File: config.mk
export PLATFORM = sky130hd
export DESIGN_NAME = codec_adc_capture
export DESIGN_NICKNAME = d
export VERILOG_FILES = /design/src/rtl/codec_adc_capture.sv
export SDC_FILE = /design/constraint.sdc
export NUM_CORES = 1
export LEC_CHECK = 0
export CAP_MARGIN = 25
export CORE_MARGIN = 2
export CORE_UTILIZATION = 50
export CTS_CLUSTER_DIAMETER = 60
export CTS_CLUSTER_SIZE = 14
export DETAILED_ROUTE_END_ITERATION = 10
export PLACE_DENSITY_LB_ADDON = 0.3
export SLEW_MARGIN = 20
export SYNTH_ARGS = -nofsm -noshare
export SYNTH_HDL_FRONTEND = slang
export SYNTH_SLANG_ARGS = --single-unit
File: constraint.sdc
create_clock -name clock -period 2.6 [get_ports clock]
set_input_delay 0.26 -clock clock [delete_from_list [all_inputs] [get_ports clock]]
set_output_delay 0.26 -clock clock [all_outputs]
set_load 0.01 [all_outputs]
File: src/rtl/codec_adc_capture.sv
// codec_adc_capture: oversampled I2S ADC deserializer for the WM8731 in the CLOCK_50 domain
// clock/reset: system clock, synchronous active-high reset
// bclk/lrclk/adcdat: asynchronous codec serial inputs
// left_sample/right_sample/mono_sample: last complete stereo pair and its mean
// sample_valid: one-cycle strobe on output update; frame_error: one-cycle strobe on short channel
module codec_adc_capture #(
    parameter int WIDTH = 16,
    parameter int SYNC_STAGES = 2
) (
    input  logic             clock,
    input  logic             reset,
    input  logic             bclk,
    input  logic             lrclk,
    input  logic             adcdat,
    output logic [WIDTH-1:0] left_sample,
    output logic [WIDTH-1:0] right_sample,
    output logic [WIDTH-1:0] mono_sample,
    output logic             sample_valid,
    output logic             frame_error
);
    localparam int CW = $clog2(WIDTH + 1);
    typedef enum logic [1:0] {IDLE, SKIP, SHIFT, DONE} state_t;
    state_t state, state_n;
    logic [SYNC_STAGES-1:0] bs, ls, ds;
    logic b_d, l_d, ch, ch_n, left_ok, err, commit;
    logic [CW-1:0] cnt, cnt_n;
    logic [WIDTH-1:0] sr, sr_n, hold_l;
    logic [WIDTH:0] sum;
    logic bclk_rise, lr_rise, lr_fall, lr_edge;
    assign bclk_rise = bs[SYNC_STAGES-1] & ~b_d;
    assign lr_rise = ls[SYNC_STAGES-1] & ~l_d;
    assign lr_fall = ~ls[SYNC_STAGES-1] & l_d;
    assign lr_edge = lr_rise | lr_fall;
    assign sum = {hold_l[WIDTH-1], hold_l} + {sr[WIDTH-1], sr};
    // An LRCLK edge wins over a coincident bclk_rise, which then serves as the delay slot
    always_comb begin
        state_n = state;
        ch_n = ch;
        cnt_n = cnt;
        sr_n = sr;
        err = 1'b0;
        commit = 1'b0;
        if ((state == IDLE) ? lr_fall : lr_edge) begin
            err = (state == SKIP) || (state == SHIFT);
            state_n = bclk_rise ? SHIFT : SKIP;
            ch_n = lr_rise;
            cnt_n = '0;
        end else begin
            case (state)
                SKIP: if (bclk_rise) begin
                    state_n = SHIFT;
                    cnt_n = '0;
                end
                SHIFT: if (cnt == CW'(WIDTH)) begin
                    commit = 1'b1;
                    state_n = DONE;
                end else if (bclk_rise) begin
                    sr_n = {sr[WIDTH-2:0], ds[SYNC_STAGES-1]};
                    cnt_n = cnt + CW'(1);
                end
                default: ;
            endcase
        end
    end
    always_ff @(posedge clock) begin
        if (reset) begin
            bs <= '0;
            ls <= '0;
            ds <= '0;
            b_d <= 1'b0;
            l_d <= 1'b0;
            state <= IDLE;
            ch <= 1'b0;
            cnt <= '0;
            sr <= '0;
            hold_l <= '0;
            left_ok <= 1'b0;
            left_sample <= '0;
            right_sample <= '0;
            mono_sample <= '0;
            sample_valid <= 1'b0;
            frame_error <= 1'b0;
        end else begin
            bs <= {bs[SYNC_STAGES-2:0], bclk};
            ls <= {ls[SYNC_STAGES-2:0], lrclk};
            ds <= {ds[SYNC_STAGES-2:0], adcdat};
            b_d <= bs[SYNC_STAGES-1];
            l_d <= ls[SYNC_STAGES-1];
            state <= state_n;
            ch <= ch_n;
            cnt <= cnt_n;
            sr <= sr_n;
            frame_error <= err;
            sample_valid <= commit & ch & left_ok;
            if (err) left_ok <= 1'b0;
            else if (commit) left_ok <= ~ch;
            if (commit && !ch) hold_l <= sr;
            if (commit && ch && left_ok) begin
                left_sample <= hold_l;
                right_sample <= sr;
                mono_sample <= sum[WIDTH:1];
            end
        end
    end
endmodule

==> qor_table.md <==
| Group | Parameter | This run |
| --- | --- | --- |
| run status | Result of the run | completed |
| run | Maximum Capacitance Violations | 0 |
| clock network | Clock insertion delay at the later pin of the skew report | 0.37 ns |
| sta | Worst clock skew | 0.00934 ns |
| routing | Initial detailed-routing violation count | 196 |
| die | Number of primary I/O pins | 55 |
| grt | GR Layer Usage met1 | 0.274 |
| grt | Congestion Overflow GR | 0 |
| sta | Least-Margin Pin Slew | 0.953 ns |
| worst setup path | Launching point of the worst reg2reg path | state[0] |
| grt | M3 GR Usage | 0.0415 |
| placed design | Pre-CTS WS | 0.350 ns |
| sta | Share of the clock period used by the worst path after layout | 0.859 |
| grt | Largest net degree at the start of global routing | 78 |
| routing | Avg Vias per Cell | 5.57 |
| grt | Number of antenna violations at the first check in global routing | 0 |
| clock network | Sinks on Clock Net | 99 |
| synthesis | Proportion of synthesized flip-flops having asynchronous set or reset | 0 |
| die | Standard-cell row count | 34 |
| sta | Setup repair after global routing missed its margin | false |
| synthesis | Post-synth EDFFs | 0 |
| synthesis | Number of flip-flops and latches in the synthesized netlist | 99 |
| worst setup path | Flop-to-flop setup slack | 0.37 ns |
| worst setup path | Sort of element at the end of the critical path | register |
| routing | Remaining antenna violation count after routing | 0 |
| sta | Post-Route Setup TNS | 0 ns |
| sta | Minimum period implied by the final worst setup slack | 2.23 ns |
| sta | Setup WS post-layout | 0.366 ns |
| routing | Routed via count | 3730 |
| die | DIE WIDTH | 98.1 um |
| worst setup path | Critical path arrival | 2.54 ns |
| cells and area | N_diodes | 0 |
| sta | Fmax | 448 MHz |
| sta | Max_slew headroom | 0.364 |
| synthesis | Cell area after synthesis | 4430 um^2 |
| placed design | Global placement routability congestion | 0.926 |
| cells and area | Area Growth Syn to Fin | 18.9% |
| synthesis | Number of distinct library cells after synthesis | 48 |
| die | Core ar. | 8640 um^2 |
| power and ir drop | Leak pwr | 2.18 nW |
| worst setup path | Reg2reg end | left_sample[3] |
| worst setup path | Kind of critical path | reg -> reg |
| die | Die outline area | 9630 um^2 |
| clock network | Buffers from clock root to sink, at most | 2 |
| synthesis | Post-synthesis net count | 537 |
| grt | Met2 track demand over resource | 0.320 |
| clock network | Number of buffers inserted during clock tree synthesis | 9 |
| worst setup path | Critical path startpoint category | register |
| power and ir drop | Cell Pwr Density | 520 nW/um^2 |
| power and ir drop | Worst VDD drop | 0.437 mV |
| clock network | Library cell used as clock root buffer | sky130_fd_sc_hd__clkbuf_8 |
| cells and area | Fraction of layout instances using a drive strength above 1 | 0.0587 |
| clock network | TritonCTS clock tree | yes |
| worst setup path | Largest driver fanout on the critical path | 33 |
| die | Die extent in y | 98.1 um |
| worst setup path | End point of the critical path | left_sample[3] |
| routing | Detailed Route WL | 9620 um |
| placed design | Total half-perimeter wirelength after legalization and detailed placement | 6810 um |
| synthesis | Post-synthesis instance total | 509 |
| sta | Number of max-slew violations in the final report | 0 |
| placed design | I/O Buffers | 54 |
| routing | Drt wl/cell | 14.4 um |
| synthesis | Average cell area after synthesis | 8.70 um^2 |
| synthesis | Leading register cell type out of synthesis | sky130_fd_sc_hd__dfxtp_1 |
| die | Initial core utilization | 0.513 |
| cells and area | Fill cell instance count of the final layout | 765 |
| grt | Highest-utilization routing layer at the global route stage | met2 |
| grt | Wire length of the first global-routing pass | 15900 um |
| grt | Overall fraction of global-route tracks in use | 0.203 |
| clock network | Quantity of gates resized following cts | 0 |
| clock network | Post-CTS setup-driven buffer insertion count | 0 |
| cells and area | Final Net Count | 585 |
| routing | Remaining DRCs | 0 |
| clock network | Clk slew on worst S/H paths | 0.10 ns |
| synthesis | Sequential-to-total area share from yosys stat | 0.447 |
| clock network | CTS Hold Bufs | 0 |
| min path | Worst hold path class | in -> reg |
| grt | Number of global-route vias before repair | 3494 |
| worst setup path | Critical path data required time | 2.90 ns |
| routing | First-pass iteration count of the detailed router | 5 |
| clock network | Maximum level of the CTS H-tree | 3 |
| worst setup path | Setup crit start | state[0] |
| worst setup path | R2R depth | 7 |
| power and ir drop | Total power consumption of the routed design | 2.74 mW |
| sta | Number of hold-slack violations in the final timing report | 0 |
| sta | # setup viols final | 0 |
| synthesis | Number of warnings reported in the yosys synthesis log | 0 |
[metrics by stage]
step                 util  area [um^2]  instances  hold WS (ns)
detailed placement  0.590         5090        654         0.426
floorplan               -         4430        509         0.388
global route        0.610         5270        670         0.311
CTS                 0.610         5270        670         0.290
global placement    0.590         5090        654         0.424
finish              0.610         5270        670         0.304
[cell usage in the layout (no fill, tap or decap), drive strengths merged, types with 4 or more instances in the layout]
master,Yosys,final
nor2b,11,11
buf,12,12
mux2i,34,34
a21oi,54,54
xor2,4,4
or3,4,4
a211oi,7,7
dfxtp,99,99
nor2,57,57
ha,22,22
nand2,83,83
clkbuf,16,9
clkdlybuf4s50,0,53
nor3,6,6
o21a,5,5
o21ai,14,14
and2,4,4
o211ai,11,11
inv,9,12
a21o,5,5
and3,9,9
nand3,10,10
[worst min path at each step]
| stage | depth (start not counted) | slack (ns) | from | to |
|---|---|---|---|---|
| floorplan | 1 | 0.39 | bclk | bs[0] |
| global placement | 1 | 0.42 | ds[0] | ds[1] |
| detailed placement | 1 | 0.43 | ls[0] | ls[1] |
| CTS | 2 | 0.29 | reset | mono_sample[3] |
| global route | 2 | 0.31 | reset | hold_l[8] |
| finish | 2 | 0.30 | reset | mono_sample[3] |
[synth_stat cells, types with 10 or more instances]
cell type	n	area (um^2)
sky130_fd_sc_hd__nor2_1	57	214
sky130_fd_sc_hd__nand2_1	83	312
sky130_fd_sc_hd__o21ai_0	13	65.1
sky130_fd_sc_hd__mux2i_1	34	340
sky130_fd_sc_hd__dfxtp_1	99	1980
sky130_fd_sc_hd__a21oi_1	54	270
sky130_fd_sc_hd__o211ai_1	11	82.6
sky130_fd_sc_hd__clkbuf_1	16	60.1
sky130_fd_sc_hd__nand3_1	10	50.1
sky130_fd_sc_hd__nor2b_1	11	68.8
sky130_fd_sc_hd__ha_1	22	275
[layout make-up]
type | count | area, um^2 | share of cell area
Sequential cell | 99 | 1980 | 0.376
Inverter | 9 | 33.8 | 0.00641
Clock buffer | 9 | 124 | 0.0235
Timing Repair Buffer | 65 | 643 | 0.122
Tap cell | 108 | 135 | 0.0257
Clock inverter | 7 | 51.3 | 0.00974
Multi-Input combinational cell | 373 | 2300 | 0.436
[cells by family after synthesis]
group,count (synthesis),synth area share
compound gates,115,0.165
buf+inv,37,0.0378
xor+xnor,7,0.0138
flops,99,0.447
mux,34,0.0768
simple gates,194,0.193
fa+ha+maj,23,0.0666
[worst max-delay path, stage by stage, from the launching register on]
cell,delay (ns)
sky130_fd_sc_hd__dfxtp_1,0.39
sky130_fd_sc_hd__inv_1,0.08
sky130_fd_sc_hd__ha_1,0.20
sky130_fd_sc_hd__nor2b_1,0.17
sky130_fd_sc_hd__o2111ai_4,0.78
sky130_fd_sc_hd__buf_4,0.32
sky130_fd_sc_hd__nand2_1,0.07
sky130_fd_sc_hd__a21oi_1,0.15
[power breakdown]
part	switching [mW]	internal, mW
Clock	0.555	0.355
Sequential	0.0122	1.54
Combinational	0.173	0.106
Total	0.740	2.00
[registers in the layout, summed over array words and instances, names as in the netlist]
name,count
ds,2
cnt,5
right_sample,16
l_d,1
mono_sample,16
b_d,1
left_ok,1
hold_l,16
bs,2
sample_valid,1
ls,2
left_sample,16
state,2
ch,1
frame_error,1
sr,16
[per-layer routing]
metal | routed length (um) | part of all wire | vias to the layer above
met4 | 189 | 0.020 | 0
met3 | 487 | 0.051 | 17
met2 | 4390 | 0.46 | 97
met5 | 0 | 0 | -
met1 | 4550 | 0.47 | 1754
li1 | - | - | 1862
No activity file was read; power rests on OpenSTA's default activity.
